--- src/rtl/song_sequencer_pkg.sv ---
// Shared definitions for the song sequencer: FSM state encoding,
// a constant-foldable ceil(log2) helper and the ROM word field layout.
package song_sequencer_pkg;

    typedef enum logic [1:0] {
        ST_PAUSE  = 2'd0,
        ST_FETCH  = 2'd1,
        ST_OUTPUT = 2'd2,
        ST_DONE   = 2'd3
    } state_t;

    // ROM word is {note, duration}: duration sits in the LSBs, note above it.
    localparam int DUR_LSB = 0;

    function automatic int clog2(input int n);
        int r;
        r = 0;
        while ((1 << r) < n) r++;
        return r;
    endfunction

    function automatic int note_lsb(input int dur_w);
        return DUR_LSB + dur_w;
    endfunction

endpackage

--- src/rtl/song_sequencer_if.sv ---
// Bundle of user controls, note-player handshake and song ROM bus.
// master = sequencer side, slave = environment (controls, player, ROM).
interface song_sequencer_if
    import song_sequencer_pkg::*;
#(
    parameter int NUM_SONGS      = 4,
    parameter int NOTES_PER_SONG = 32,
    parameter int NOTE_W         = 6,
    parameter int DUR_W          = 6
);
    localparam int SONG_W = clog2(NUM_SONGS);
    localparam int IDX_W  = clog2(NOTES_PER_SONG);

    logic                      play;
    logic                      loop;
    logic                      restart;
    logic [SONG_W-1:0]         song;
    logic                      note_done;
    logic [SONG_W+IDX_W-1:0]   rom_addr;
    logic [NOTE_W+DUR_W-1:0]   rom_data;
    logic [NOTE_W-1:0]         note;
    logic [DUR_W-1:0]          duration;
    logic                      new_note;
    logic                      song_done;
    logic [IDX_W-1:0]          note_index;

    modport master (
        input  play, loop, restart, song, note_done, rom_data,
        output rom_addr, note, duration, new_note, song_done, note_index
    );

    modport slave (
        output play, loop, restart, song, note_done, rom_data,
        input  rom_addr, note, duration, new_note, song_done, note_index
    );

endinterface

--- src/rtl/song_sequencer_song_index_counter.sv ---
// Song/entry position tracker: latches the selected song, walks the
// entry index, flags the last entry and forms the ROM address.
module song_index_counter
    import song_sequencer_pkg::*;
#(
    parameter int NUM_SONGS      = 4,
    parameter int NOTES_PER_SONG = 32,
    localparam int SONG_W        = clog2(NUM_SONGS),
    localparam int IDX_W         = clog2(NOTES_PER_SONG)
) (
    input  logic                    clk,
    input  logic                    rst,
    input  logic [SONG_W-1:0]       i_song,
    input  logic                    i_load,
    input  logic                    i_advance,
    output logic                    o_song_change,
    output logic                    o_is_last,
    output logic [IDX_W-1:0]        o_index,
    output logic [SONG_W+IDX_W-1:0] o_rom_addr
);

    logic [SONG_W-1:0] r_song_q;
    logic [IDX_W-1:0]  r_index;
    logic              w_is_last;

    assign w_is_last     = (r_index == IDX_W'(NOTES_PER_SONG - 1));
    assign o_is_last     = w_is_last;
    assign o_song_change = (i_song != r_song_q);
    assign o_index       = r_index;
    assign o_rom_addr    = {r_song_q, r_index};

    // Load a new song at entry 0, or step the index; the last entry only
    // wraps when the FSM asks to advance from it (loop mode).
    always_ff @(posedge clk or posedge rst) begin
        if (rst) begin
            r_song_q <= '0;
            r_index  <= '0;
        end else if (i_load) begin
            r_song_q <= i_song;
            r_index  <= '0;
        end else if (i_advance) begin
            r_index  <= w_is_last ? '0 : r_index + 1'b1;
        end
    end

endmodule

--- src/rtl/song_sequencer.sv ---
// Song sequencer: walks the note/duration table of the selected song in
// an external synchronous ROM and hands one note at a time to the player.
module song_sequencer
    import song_sequencer_pkg::*;
#(
    parameter int NUM_SONGS      = 4,
    parameter int NOTES_PER_SONG = 32,
    parameter int NOTE_W         = 6,
    parameter int DUR_W          = 6,
    parameter int ROM_LATENCY    = 1
) (
    input  logic               clk,
    input  logic               reset,
    song_sequencer_if.master   bus
);

    // Fetch spends one cycle presenting the address plus ROM_LATENCY cycles
    // waiting for the data, so the counter runs 0..ROM_LATENCY.
    localparam int LAT_W    = clog2(ROM_LATENCY + 1);
    localparam int NOTE_LSB = note_lsb(DUR_W);

    state_t            r_state;
    state_t            w_state_nxt;
    logic [LAT_W-1:0]  r_lat_cnt;
    logic [LAT_W-1:0]  w_lat_nxt;
    logic [NOTE_W-1:0] r_note;
    logic [DUR_W-1:0]  r_duration;
    logic              r_new_note;
    logic              w_new_note_nxt;
    logic              w_capture;
    logic              w_advance;
    logic              w_load;
    logic              w_song_change;
    logic              w_is_last;
    logic [NOTE_W-1:0] w_rom_note;
    logic [DUR_W-1:0]  w_rom_dur;

    assign w_rom_dur  = bus.rom_data[DUR_LSB +: DUR_W];
    assign w_rom_note = bus.rom_data[NOTE_LSB +: NOTE_W];
    assign w_load     = bus.restart | w_song_change;

    song_index_counter #(
        .NUM_SONGS      (NUM_SONGS),
        .NOTES_PER_SONG (NOTES_PER_SONG)
    ) u_index (
        .clk           (clk),
        .rst           (reset),
        .i_song        (bus.song),
        .i_load        (w_load),
        .i_advance     (w_advance),
        .o_song_change (w_song_change),
        .o_is_last     (w_is_last),
        .o_index       (bus.note_index),
        .o_rom_addr    (bus.rom_addr)
    );

    assign bus.note      = r_note;
    assign bus.duration  = r_duration;
    assign bus.new_note  = r_new_note;
    assign bus.song_done = (r_state == ST_DONE);

    // Next-state logic: restart/song change overrides everything, then the
    // per-state rules for play and note_done.
    always_comb begin
        w_state_nxt    = r_state;
        w_lat_nxt      = r_lat_cnt;
        w_capture      = 1'b0;
        w_new_note_nxt = 1'b0;
        w_advance      = 1'b0;
        if (w_load) begin
            w_state_nxt = ST_PAUSE;
            w_lat_nxt   = '0;
        end else begin
            case (r_state)
                ST_PAUSE: begin
                    if (bus.play) begin
                        w_state_nxt = ST_FETCH;
                        w_lat_nxt   = '0;
                    end
                end
                ST_FETCH: begin
                    if (!bus.play) begin
                        w_state_nxt = ST_PAUSE;
                    end else if (r_lat_cnt == LAT_W'(ROM_LATENCY)) begin
                        // A zero duration is the end-of-song marker.
                        if (w_rom_dur != '0) begin
                            w_state_nxt    = ST_OUTPUT;
                            w_capture      = 1'b1;
                            w_new_note_nxt = 1'b1;
                        end else begin
                            w_state_nxt    = ST_DONE;
                        end
                    end else begin
                        w_lat_nxt = r_lat_cnt + 1'b1;
                    end
                end
                ST_OUTPUT: begin
                    // A started note always runs to note_done, even when paused.
                    if (bus.note_done) begin
                        if (!w_is_last || bus.loop) begin
                            w_advance   = 1'b1;
                            w_state_nxt = bus.play ? ST_FETCH : ST_PAUSE;
                            w_lat_nxt   = '0;
                        end else begin
                            w_state_nxt = ST_DONE;
                        end
                    end
                end
                ST_DONE: begin
                    w_state_nxt = ST_DONE;
                end
                default: begin
                    w_state_nxt = ST_PAUSE;
                end
            endcase
        end
    end

    // State, latency counter and new_note strobe registers.
    always_ff @(posedge clk or posedge reset) begin
        if (reset) begin
            r_state    <= ST_PAUSE;
            r_lat_cnt  <= '0;
            r_new_note <= 1'b0;
        end else begin
            r_state    <= w_state_nxt;
            r_lat_cnt  <= w_lat_nxt;
            r_new_note <= w_new_note_nxt;
        end
    end

    // Note/duration output registers, loaded only on a real (non-marker) fetch.
    always_ff @(posedge clk or posedge reset) begin
        if (reset) begin
            r_note     <= '0;
            r_duration <= '0;
        end else if (w_capture) begin
            r_note     <= w_rom_note;
            r_duration <= w_rom_dur;
        end
    end

endmodule

--- src/flat_wrapper.sv ---
// flat-port wrapper written by rule: the top's interface ports become plain ports
module song_sequencer_flat import song_sequencer_pkg::*;
#(
    parameter int NUM_SONGS      = 4,
    parameter int NOTES_PER_SONG = 32,
    parameter int NOTE_W         = 6,
    parameter int DUR_W          = 6,
    parameter int ROM_LATENCY    = 1
)
  (clk, reset, bus_play, bus_loop, bus_restart, bus_song, bus_note_done, bus_rom_data, bus_rom_addr, bus_note, bus_duration, bus_new_note, bus_song_done, bus_note_index);
  song_sequencer_if #(.NUM_SONGS(NUM_SONGS), .NOTES_PER_SONG(NOTES_PER_SONG), .NOTE_W(NOTE_W), .DUR_W(DUR_W)) bus_i ();
  input  logic clk;
  input  logic reset;
  input wire logic [$bits(bus_i.play)-1:0] bus_play;
  input wire logic [$bits(bus_i.loop)-1:0] bus_loop;
  input wire logic [$bits(bus_i.restart)-1:0] bus_restart;
  input wire logic [$bits(bus_i.song)-1:0] bus_song;
  input wire logic [$bits(bus_i.note_done)-1:0] bus_note_done;
  input wire logic [$bits(bus_i.rom_data)-1:0] bus_rom_data;
  output wire logic [$bits(bus_i.rom_addr)-1:0] bus_rom_addr;
  output wire logic [$bits(bus_i.note)-1:0] bus_note;
  output wire logic [$bits(bus_i.duration)-1:0] bus_duration;
  output wire logic [$bits(bus_i.new_note)-1:0] bus_new_note;
  output wire logic [$bits(bus_i.song_done)-1:0] bus_song_done;
  output wire logic [$bits(bus_i.note_index)-1:0] bus_note_index;
  assign bus_i.play = bus_play;
  assign bus_i.loop = bus_loop;
  assign bus_i.restart = bus_restart;
  assign bus_i.song = bus_song;
  assign bus_i.note_done = bus_note_done;
  assign bus_i.rom_data = bus_rom_data;
  assign bus_rom_addr = bus_i.rom_addr;
  assign bus_note = bus_i.note;
  assign bus_duration = bus_i.duration;
  assign bus_new_note = bus_i.new_note;
  assign bus_song_done = bus_i.song_done;
  assign bus_note_index = bus_i.note_index;
  song_sequencer #(.NUM_SONGS(NUM_SONGS), .NOTES_PER_SONG(NOTES_PER_SONG), .NOTE_W(NOTE_W), .DUR_W(DUR_W), .ROM_LATENCY(ROM_LATENCY)) u_core (.clk(clk), .reset(reset), .bus(bus_i));
endmodule
--- config.mk ---
export PLATFORM = sky130hd
export DESIGN_NAME = song_sequencer_flat
export DESIGN_NICKNAME = d
export VERILOG_FILES = /design/src/rtl/song_sequencer_pkg.sv /design/src/rtl/song_sequencer_if.sv /design/src/rtl/song_sequencer_song_index_counter.sv /design/src/rtl/song_sequencer.sv /design/src/flat_wrapper.sv
export SDC_FILE = /design/constraint.sdc
export NUM_CORES = 1
export LEC_CHECK = 0
export ABC_AREA = 1
export BUFFER_PORTS_ARGS = -buffer_cell sky130_fd_sc_hd__buf_2
export CAP_MARGIN = 20
export CORE_UTILIZATION = 50
export CTS_BUF_LIST = sky130_fd_sc_hd__clkbuf_2 sky130_fd_sc_hd__clkbuf_4 sky130_fd_sc_hd__clkbuf_8
export DETAILED_ROUTE_END_ITERATION = 16
export PLACE_DENSITY = 0.81
export SLEW_MARGIN = 20
export SYNTH_ARGS = -nofsm -noshare
export SYNTH_HDL_FRONTEND = slang
export SYNTH_SLANG_ARGS = --single-unit
--- constraint.sdc ---
create_clock -name clk -period 3.3 [get_ports clk]
set_input_delay 0.165 -clock clk [delete_from_list [all_inputs] [get_ports clk]]
set_output_delay 0.165 -clock clk [all_outputs]
set_load 0.01 [all_outputs]
* After elaboration in Yosys (flattened, before gate mapping) *
Index checks and enable logic that the tools add are counted.

cells by class
  reductions and logical operators = 8
  mux-type cells = 28
  equal/unequal tests = 10
  bitwise logic cells = 1
  add/subtract/negate cells = 2

operator list
  kind                 number
  $mux 1               17
  $mux 5               3
  $mux 2               6
  $ne 3x3->1 const B   3
  $pmux 2 s4           1
  $reduce_bool 6->1    1
  $add 5x1->5 const B  1
  $eq 5x5->1 const B   1
  $reduce_and 5->1     1
  $eq 2x2->1 const B   2
  $ne 4x3->1 const B   1
  $reduce_bool 4->1    1
  $ne 3x2->1 const B   1
  $pmux 1 s3           1
  $reduce_and 3->1     1
  $eq 2x1->1 const B   1
  $logic_not 2->1      1
  $ne 2x2->1           1
  $reduce_bool 2->1    1
  $add 1x1->1 const B  1
  $logic_not 1->1      1
  $logic_or 1x1->1     1
  $or 1x1->1           1

storage, ports and cells
  register bits = 23
  logic and storage cells = 56
  output and inout bits = 26

* Logic depth before layout (Yosys ltp) *
Gate-level depths: netlist of the first run.

  depth in word-level cells = 9
  depth in mapped cells = 10
  mapped depth without buffers = 10

* By module *
Synthesis of the first run repeated with hierarchy kept, for this count alone.

second synthesis, totals
  cells, all modules = 175
  area, all modules = 1288.7 µm²

by module, submodules not included
  module              cells an instance  seq. area each (µm²)  times used  area an instance (µm²)
  song_sequencer      122                400.4                 1           874.6
  song_index_counter  53                 175.2                 1           414.1

* Worst setup path after synthesis of the first run *
OpenSTA, ideal clock, no wires.

  path type = register -> register
  start = reg u_core.u_index.r_index[0] (netlist: u_core.u_index.o_index[0])
  end = reg u_core.u_index.r_index[1] (netlist: u_core.u_index.o_index[1])
  data required time = 3.235 ns
  setup time = 0.065 ns
  stages on the path, launching flop included = 11
  slack = 1.669 ns
  path buffers = 0
  data arrival time = 1.565 ns
  cells stage by stage = dfrtp_1 ha_1 nand2_1 nor2_1 ha_1 nand2_1 nand2_1 nor2_4 nor2_1 nand2_1 nand2_1

on the way
  word-level cells in the longest chain between the ends = 8
  elaborated cells on any way between the ends = 12
  those cells by class = 1 x add/sub; 1 x eq/ne; 7 x mux; 3 x reduce/logical

RTL lines
  item                         line                                     source
  start, declared              song_sequencer_song_index_counter.sv:23  logic [IDX_W-1:0] r_index;
  start signal, assigned       song_sequencer_song_index_counter.sv:42  r_index <= w_is_last ? '0 : r_index + 1'b1;
  $eq 5x5->1                   song_sequencer_song_index_counter.sv:26  assign w_is_last = (r_index == IDX_W'(NOTES_PER_SONG - 1));
  $logic_not 1->1              song_sequencer.sv:100                    if (!w_is_last || bus.loop) begin
  $logic_or 1x1->1             song_sequencer.sv:100
  $mux 1                       song_sequencer.sv:100
  $mux 1                       song_sequencer.sv:99                     if (bus.note_done) begin
  $mux 1                       song_sequencer.sv:74                     case (r_state)
  $mux 1                       song_sequencer.sv:70                     if (w_load) begin
  $reduce_bool 2->1 (no line)  --

Several ways; a longest one is shown, not always the timed one. The select of a mux whose other input is x is not followed.
A chain may end at the register's enable or synchronous reset.

* Worst setup path in the final report of the first run *
  start = reg u_core.u_index.r_index[0] (netlist: u_core.u_index.o_index[0])
  end = reg u_core.u_index.r_index[0] (netlist: u_core.u_index.o_index[0])

Same word-level chain as after synthesis.

==> results by group, run 1 <==
GRT
  – M1 GR Usage: between 20 and 25%
  – Overall routing resource usage: a little over a fifth
  – Met2 Track Usage GR: around 38%
  – Pin count of the biggest net entering global routing: 24
  – Antenna violations before repair: 0
  – Vias in the first global route: roughly 1,000
  – Met3 GRT Util: under 10%
  – Global route total overflow: 0
  – Global-route wire length before repair: roughly 4200 µm
  – GR peak layer: met2

Timing
  – Clk_skew: between 0.01 and 0.015 ns
  – Hold WS: -0.0239 ns
  – Hold Fails Final Rpt: 10
  – Slew HR: between 40% and 50%
  – Max Slew Vio Count: 0
  – Final setup vio count: 0
  – Max Fclk: 0.542 GHz
  – Setup_tns: 0 ns
  – Tmin final: between 1.5 and 2 ns
  – Final worst path period share: 55.9%
  – Slew of the pin with the lowest slew margin: between 0.8 and 0.9 ns
  – RSZ-0062 raised after global routing: false

Clock tree
  – CTS Buffer Depth: 2
  – Num Clock Sinks: 23
  – Setup bufs post-CTS: 0
  – Clk pin slew, worst setup/hold paths: 0.14 ns
  – PostCTS Resize Cnt: 0
  – Number of H-tree levels: 1
  – Worst skew pair latency: ~0.34 ns
  – Total CTS buffers: 3
  – Hold buffer count at cts: 2
  – Root buf cell: clkbuf_4
  – CTS tree: yes

Finish
  – Footprint of the multi-input gates: between 500 and 600 µm²
  – Register area: roughly 580 µm²
  – Most frequent cells in the layout: nand2_1 (60), buf_2 (45), dfrtp_1 (23), nand3_1 (21), inv_1 (17)
  – Diode count: 0
  – Share of layout cells above drive strength 1: between 20% and 30%
  – Fin util: 64.6%
  – Layout net count: 227
  – Most common cell after layout, fill and taps aside: nand2_1
  – Non-Filler Instances: about 230
  – P&R area growth vs syn: 18.2%
  – Fill cells: 218

Logic synthesis
  – Post-synth cell types: 18
  – Post-Syn Instances: around 160
  – Synth warn: 0
  – Cell Area, Synth: around 0.0013 mm²
  – Seq cells post-synth: 23
  – Post-synthesis sequential area ratio: between 40% and 50%
  – Syn_area_per_cell: 7.70 µm²
  – Net Count, Synth: about 190

Critical path
  – FF-to-FF setup slack: ~1.5 ns
  – Nature of the critical path endpoint: register
  – Crit Path Class: reg2reg
  – Crit path to: u_core.u_index.o_index[0]
  – Arrival time at the worst endpoint: 2.14 ns
  – Worst setup path start: u_core.u_index.o_index[0]
  – FF-to-FF Start: u_core.u_index.o_index[0]
  – Worst r2r path cells: 10
  – Critical Path Source Type: register
  – WP data required: 3.59 ns
  – Worst reg2reg path endpoint: u_core.u_index.o_index[0]
  – CP Max Fanout: 7

Placement
  – Final HPWL DP: 1970 µm
  – Dpl cells: 226
  – Placer Congestion: roughly 0.8
  – Port Buffer Count: 45

Floorplanning
  – Area of the die: around 0.0027 mm²
  – Chip height: around 52 µm
  – IO Pins: 46
  – # rows: 17
  – Die width: around 52 µm
  – Core ar.: between 0.002 and 0.0025 mm²
  – Initial core utilization: between 50 and 60%

Pwr
  – Peak supply drop: ~250 µV
  – Pwr/cell area: approximately 330 mW/mm²
  – Leak: 0.000941 µW

Drt
  – Avg WL per Cell: 11.3 µm
  – DR vias/cell: between 5 and 6
  – Initial DRC Count: 30
  – Drt first pass iters: 4
  – Remaining DRCs: 0
  – Post-DRT Antenna Nets: 0
  – Post-Route WL: between 2000 and 3000 µm
  – Vias post-DR: between 1,000 and 1,500

Status
  – Status: finished, violations left
  – Failing checks: hold timing

Run
  – Number of max-cap violations: 0

Worst hold path
  – HP Class: in2async
-- through the flow --
stage,power (µW),area [µm²],setup slack [ns]
global placement,341,1440,1.60
CTS,485,1480,1.47
detailed placement,344,1440,1.50
floorplan,324,1250,1.67
global route,498,1480,1.27
finish,483,1480,1.46
-- routing by layer --
layer  routed length [µm]  vias up
li1                     -      584
met1                 1100      539
met2                 1330       41
met3                  146        6
met4                   51        0
met5                    0        -
-- how the worst min path moves through the flow --
stage	start	endpoint	slack (ns)
final	reset	u_core.u_index.r_song_q[1]	-0.02
after global routing	bus_rom_data[11]	u_core.bus.note[5]	0.05
after CTS	reset	u_core.u_index.r_song_q[0]	0.03
after detailed placement	bus_song[0]	u_core.u_index.r_song_q[0]	0.31
after floorplan	reset	u_core.bus.duration[0]	0.17
after global placement	bus_song[1]	u_core.u_index.r_song_q[1]	0.30
-- flip-flops by register name (all words and copies together) (netlist names) --
| signal | count |
|---|---|
| u_core.bus.duration | 6 |
| u_core.bus.note | 6 |
| u_core.u_index.o_index | 5 |
| u_core.r_state | 2 |
| u_core.u_index.r_song_q | 2 |
| u_core.bus.new_note | 1 |
| u_core.r_lat_cnt | 1 |
-- critical path, cell delays in order, from the launching register on --
cell,delay (ns)
dfrtp_1,0.47
ha_1,0.20
nand2_1,0.06
nor2_1,0.09
ha_1,0.25
nand2_1,0.12
nand2_1,0.12
nor2_4,0.06
nor2_1,0.26
nand2_1,0.10
nand2_1,0.07
-- report_power, final --
group / switching [µW] / leakage [µW] / internal [µW]
registers: 2.78 / 0.000316 / 285
clock network: 97.1 / 0.0000177 / 45.7
logic: 32.9 / 0.000607 / 19.4
-- area by class of cell --
cell class,count,area share [%]
clock buffers,3,1.52
well taps,28,2.36
clock inverters,1,0.337
inverters,19,4.89
flip-flops and latches,23,38.8
repair buffers,47,16.5
multi-input cells,111,35.6
-- logic make-up (layout without fill, tap and decap cells) --
family	after synthesis	count (layout)	synth area share, %
flops	23	23	45.9
simple gates	105	105	38.5
compound gates	4	4	1.60
fa+ha+maj	2	2	1.99
buf+inv	29	70	12.1
-- Yosys cell counts --
library cell	instances	share of area, %
or2_2	2	1.0
nand3_1	21	8.4
nand3_2	2	1.6
nand4_1	2	1.0
dfrtp_1	23	46
inv_2	1	0.30
nand2_1	60	18
buf_4	5	3.0
a21oi_1	4	1.6
nor2_1	12	3.6
nor2_4	4	3.6
clkbuf_1	2	0.60
buf_6	3	2.7
inv_1	17	5.1
nand2_2	1	0.50
clkinv_2	1	0.40
ha_1	2	2.0
nand2_4	1	0.90
Power figures use the tool's default switching activity.
==> run 2, diff against run 1 <==
clock period = 1.9 ns   (was 3.3 ns; I/O delays follow)
==> results by group, run 2 (synthesized netlist as in run 1, its figures left out) <==
Clock tree
  – Clk pin slew, worst setup/hold paths: 0.13 ns (about the same)
  – Total CTS buffers: 3 (unchanged)
  – Worst skew pair latency: 0.32 ns (-0.02 ns)
  – Root buf cell: clkbuf_4
  – CTS Buffer Depth: 2 (unchanged)
  – CTS tree: yes
  – Num Clock Sinks: 23 (unchanged)
  – Number of H-tree levels: 1 (unchanged)

Drt
  – Post-DRT Antenna Nets: 0 (unchanged)
  – Vias post-DR: 1,213 (+3.7%)
  – Drt first pass iters: 4 (unchanged)
  – Avg WL per Cell: 12.1 µm (+6.5%)
  – DR vias/cell: 4.99 (-1.0%)
  – Remaining DRCs: 0 (unchanged)
  – Post-Route WL: 2940 µm (+12%)
  – Initial DRC Count: 34 (+13%)

Finish
  – Layout net count: 238 (+4.8%)
  – Fill cells: 205 (-6.0%)
  – Most common cell after layout, fill and taps aside: nand2_1
  – Share of layout cells above drive strength 1: 32.1% (+2.2 points)
  – Finished layout cell area: 0.00159 mm² (+7.3%)
  – Most frequent cells in the layout: nand2_1 (60), buf_2 (45), nand3_1 (21), dfrtp_1 (21), inv_1 (17)
  – Diode count: 0 (unchanged)
  – P&R area growth vs syn: 26.8%

Critical path
  – CP Max Fanout: 6 (-1)
  – FF-to-FF Start: u_core.u_index.o_index[1]
  – Nature of the critical path endpoint: register
  – Worst path most repeated cell: nand2_1
  – Critical Path Source Type: register
  – Largest stage delay, worst path: 0.43 ns (-0.04 ns)
  – Slowest-stage cell, CP: dfrtp_2
  – Worst setup path start: u_core.u_index.o_index[1]
  – Arrival time at the worst endpoint: 2.02 ns (-0.12 ns)
  – WP data required: 2.16 ns (-1.43 ns)
  – Worst r2r path cells: 10 (unchanged)
  – Worst-path cell chain: ha_1 > nand2_1 > nor2_1 > ha_2 > nand2_1 > nand2_1 > nor2_4 > nor2_2 > nand2_1 > nand2_1
  – Crit Path Class: reg2reg

Timing
  – Hold WS: 0.0159 ns (+0.0398 ns)
  – Setup_tns: 0 ns (unchanged)
  – Hold Fails Final Rpt: 0 (-10)
  – Tmin final: 1.76 ns (-0.0816 ns)
  – Final setup vio count: 0 (unchanged)
  – Slew of the pin with the lowest slew margin: 0.352 ns (-0.514 ns)
  – Final worst path period share: 92.8% (+37 points)
  – Slew HR: 76.5% (+34 points)
  – RSZ-0062 raised after global routing: false
  – Max Fclk: 0.567 GHz (+4.6%)
  – Max Slew Vio Count: 0 (unchanged)
  – Clk_skew: 0.00131 ns (-0.0121 ns)

Floorplanning
  – Die width: 52.1 µm (unchanged)
  – Area of the die: 0.00271 mm² (unchanged)
  – Core ar.: 0.00230 mm² (unchanged)
  – Chip height: 52.1 µm (unchanged)
  – # rows: 17 (unchanged)
  – IO Pins: 46 (unchanged)
  – Initial core utilization: 54.6% (unchanged)

GRT
  – Met2 Track Usage GR: 46.2% (+7.7 points)
  – M1 GR Usage: 26.4% (+1.8 points)
  – Global route total overflow: 0 (unchanged)
  – Antenna violations before repair: 0 (unchanged)
  – Vias in the first global route: 1,182 (+16%)
  – Overall routing resource usage: 25.0% (+3.6 points)
  – GR peak layer: met2
  – Pin count of the biggest net entering global routing: 24 (unchanged)
  – Met3 GRT Util: 4.09% (+1.5 points)
  – Global-route wire length before repair: 4830 µm (+16%)

Worst hold path
  – HP Class: in2reg
  – WHS Path Cells: 3
  – HP Start: bus_rom_data[1]

Placement
  – Placed instance area: 0.00145 mm² (+1.0%)
  – Final HPWL DP: 2000 µm (+1.7%)
  – Placer Congestion: 0.757 (-3.3%)
  – Port Buffer Count: 45 (unchanged)

Status
  – Status: finished clean

Pwr
  – Leak: 0.000984 µW (+4.6%)
  – Pwr/cell area: 528 mW/mm² (+62%)
  – Peak supply drop: 514 µV (+100%)

Run
  – Number of max-cap violations: 0 (unchanged)
==> run 2: cell types whose count changed in the layout (fill, tap and decap cells not counted), sizes merged <==
cell         change
buf              +4
dlygate4sd3      +7
==> run 2: metal layers <==
metal  part of all wire, %  wire length, µm
met1                    41             1220
met2                    51             1500
met3                   4.3              125
met4                   3.2               95
met5                     0                0
==> run 2: per-stage QoR <==
stage	instances	setup slack [ns]	utilization (%)	power, µW
6_report	243	0.138	69.3	840
5_1_grt	243	0.0237	69.3	886
4_1_cts	241	0.0730	68.4	846
3_5_place_dp	228	0.000928	63.2	600
3_3_place_gp	228	0.202	63.2	596
2_1_floorplan	163	0.269	-	564
==> run 2: path summary, 6_finish.rpt <==
kind	end	slack (ns)
max	u_core.u_index.o_index[1]	0.14
min	u_core.bus.duration[1]	0.02
max reg2reg	u_core.u_index.o_index[1]	0.14
min reg2reg	u_core.bus.duration[1]	0.48
max in group asynchronous	u_core.u_index.o_index[0]	1.31
min in group asynchronous	u_core.r_lat_cnt	0.34
==> run 2: timing repair <==
item / 4_1_cts / 5_1_grt
endpoints found under the setup margin: 1 / 7
setup buffers: 0 / 2
hold buffers: 9 / 0
endpoints found under the hold margin: 31 / 0
gates resized for setup: 1 / 3
==> run 2: final cells by class <==
class,instances,area (µm²),area share (%)
clock inverter,1,5.00,0.314
multi-input combinational,111,533,33.5
clock buffer,3,22.5,1.42
tap,28,35.0,2.20
inverter,19,72.6,4.56
sequential,23,578,36.3
timing repair buffer,58,345,21.7
==> run 2: where the power goes <==
group | switching [µW] | internal (µW)
clock network | 154 | 78.9
logic | 61.5 | 46.6
registers | 4.79 | 494
total | 221 | 620
==> run 2: critical path, delay by kind of cell, from the launching register on <==
family                   cells  cell delay (ns)
flip-flops                   1             0.43
AND/OR/NAND/NOR              8             0.85
adder cells (fa/ha/maj)      2             0.42
==> run 3, diff against run 2 <==
CORE_ASPECT_RATIO = 1.1   (was not set)
==> results by group, run 3 (synthesized netlist as in run 1, its figures left out) <==
Finish
  – P&R area growth vs syn: 23.3%
  – Share of layout cells above drive strength 1: 31.4% (-0.66 points)
  – Register area: 577 µm² (-0.22%)
  – Most frequent cells in the layout: nand2_1 (60), buf_2 (45), dfrtp_1 (22), nand3_1 (21), inv_1 (17)
  – Diode count: 0 (unchanged)
  – Most common cell after layout, fill and taps aside: nand2_1
  – Layout net count: 233 (-2.1%)
  – Non-Filler Instances: 240 (-1.2%)
  – Footprint of the multi-input gates: 533 µm² (unchanged)
  – Fill cells: 202 (-1.5%)

Critical path
  – Crit Path Class: reg2reg
  – Nature of the critical path endpoint: register
  – Worst setup path start: u_core.u_index.o_index[1]
  – WP data required: 2.15 ns (about the same)
  – CP Max Fanout: 6 (unchanged)
  – FF-to-FF Start: u_core.u_index.o_index[1]
  – Arrival time at the worst endpoint: 1.97 ns (-0.05 ns)
  – Critical Path Source Type: register

Timing
  – Clk_skew: 0.00841 ns (+0.00710 ns)
  – Slew of the pin with the lowest slew margin: 0.314 ns (-0.0381 ns)
  – Hold Fails Final Rpt: 0 (unchanged)
  – Slew HR: 79.0% (+2.5 points)
  – Final worst path period share: 90.0% (-2.7 points)
  – Setup_tns: 0 ns (unchanged)
  – Final setup vio count: 0 (unchanged)
  – Tmin final: 1.71 ns (-0.0518 ns)
  – Max Slew Vio Count: 0 (unchanged)
  – RSZ-0062 raised after global routing: false
  – Max Fclk: 0.585 GHz (+3.0%)

Floorplanning
  – Initial core utilization: 54.1% (-0.53 points)
  – # rows: 18 (+1)
  – Core ar.: 0.00232 mm² (+0.98%)
  – Area of the die: 0.00271 mm² (about the same)
  – Chip height: 54.5 µm (+4.7%)
  – IO Pins: 46 (unchanged)
  – Die width: 49.8 µm (-4.5%)

GRT
  – Antenna violations before repair: 0 (unchanged)
  – GR peak layer: met2
  – M1 GR Usage: 23.3% (-3.1 points)
  – Vias in the first global route: 959 (-19%)
  – Global route total overflow: 0 (unchanged)
  – Met3 GRT Util: 3.33% (-0.76 points)
  – Pin count of the biggest net entering global routing: 24 (unchanged)
  – Met2 Track Usage GR: 37.6% (-8.5 points)
  – Overall routing resource usage: 20.1% (-5.0 points)
  – Global-route wire length before repair: 4000 µm (-17%)

Pwr
  – Pwr/cell area: 532 mW/mm² (+0.80%)
  – Peak supply drop: 428 µV (-17%)
  – Leak: 0.000962 µW (-2.2%)

Worst hold path
  – HP Start: bus_rom_data[8]
  – HP Class: in2reg

Drt
  – Avg WL per Cell: 10.6 µm (-12%)
  – Initial DRC Count: 21 (-38%)
  – Vias post-DR: 1,168 (-3.7%)
  – DR vias/cell: 4.87 (-2.5%)
  – Post-DRT Antenna Nets: 0 (unchanged)
  – Drt first pass iters: 4 (unchanged)
  – Remaining DRCs: 0 (unchanged)
  – Post-Route WL: 2550 µm (-13%)

Run
  – Number of max-cap violations: 0 (unchanged)

Clock tree
  – Worst skew pair latency: 0.31 ns (about the same)
  – Total CTS buffers: 3 (unchanged)
  – Clk pin slew, worst setup/hold paths: 0.13 ns (about the same)
  – CTS tree: yes
  – Num Clock Sinks: 23 (unchanged)
  – Number of H-tree levels: 1 (unchanged)
  – CTS Buffer Depth: 2 (unchanged)
  – Root buf cell: clkbuf_4
  – Setup bufs post-CTS: 0 (unchanged)

Placement
  – Port Buffer Count: 45 (unchanged)
  – Final HPWL DP: 1900 µm (-5.1%)
  – Dpl cells: 230 (+0.88%)
  – Placer Congestion: 0.781 (+3.2%)

Status
  – Status: finished clean
run 3: cell count changes in the layout (fill, tap and decap cells not counted), sizes merged:
cell / previous run / this run
dlygate4sd3: 9 / 6
buf: 49 / 47
run 3: power by group:
part           switching, µW  leakage [µW]  total [µW]  internal (µW)
Clock                    145     0.0000177         224           78.7
Sequential              4.71      0.000315         499            494
Combinational           58.6      0.000630         101           42.3
run 3: routing by layer:
metal	wire length [µm]	share of wire, %
met4	23	0.90
met2	1360	53
met3	134	5.2
met5	0	0
met1	1030	41
run 3: worst paths after layout:
path,to,slack [ns],cells past startpoint
worst max-delay path,u_core.u_index.o_index[2],0.19,10
worst min-delay path,u_core.bus.note[2],0.02,3
worst max register to register,u_core.u_index.o_index[2],0.19,10
worst min register to register,u_core.bus.note[2],0.48,2
max in group asynchronous,u_core.u_index.o_index[0],1.31,4
min in group asynchronous,u_core.u_index.o_index[4],0.35,4
run 3: layout make-up:
| cell class | instances | share of cell area (%) |
|---|---|---|
| clock buffers | 3 | 1.46 |
| clock inverters | 1 | 0.323 |
| inverters | 19 | 4.69 |
| multi-input cells | 111 | 34.4 |
| flip-flops and latches | 23 | 37.3 |
| well taps | 30 | 2.43 |
| repair buffers | 53 | 19.4 |
run 3: repair_timing:
item / 4_1_cts / 5_1_grt
endpoints found under the hold margin: 27 / 1
gates resized for setup: 0 / 3
hold buffers: 5 / 1
endpoints found under the setup margin: 0 / 5
run 3: stage by stage:
stage	instance area, µm²	utilization, %	hold WS (ns)	setup WS (ns)	total power, µW
after floorplan	1250	-	0.0969	0.269	564
after global placement	1450	62.7	0.146	0.206	596
after detailed placement	1450	62.7	0.152	0.0826	599
after CTS	1530	66.0	0.00373	0.0460	833
after global routing	1550	66.7	0.00988	0.00135	868
final	1550	66.7	0.0207	0.189	824
run 3: worst max-delay path, stage by stage (launching register included):
cell and delay, ns:
dfrtp_1 0.45, ha_1 0.20, nand2_1 0.06, nor2_1 0.12
ha_2 0.24, nand2_1 0.10, nand2_1 0.12, nor2_4 0.06
nor2_2 0.19, nand2_1 0.08, nand2_1 0.06
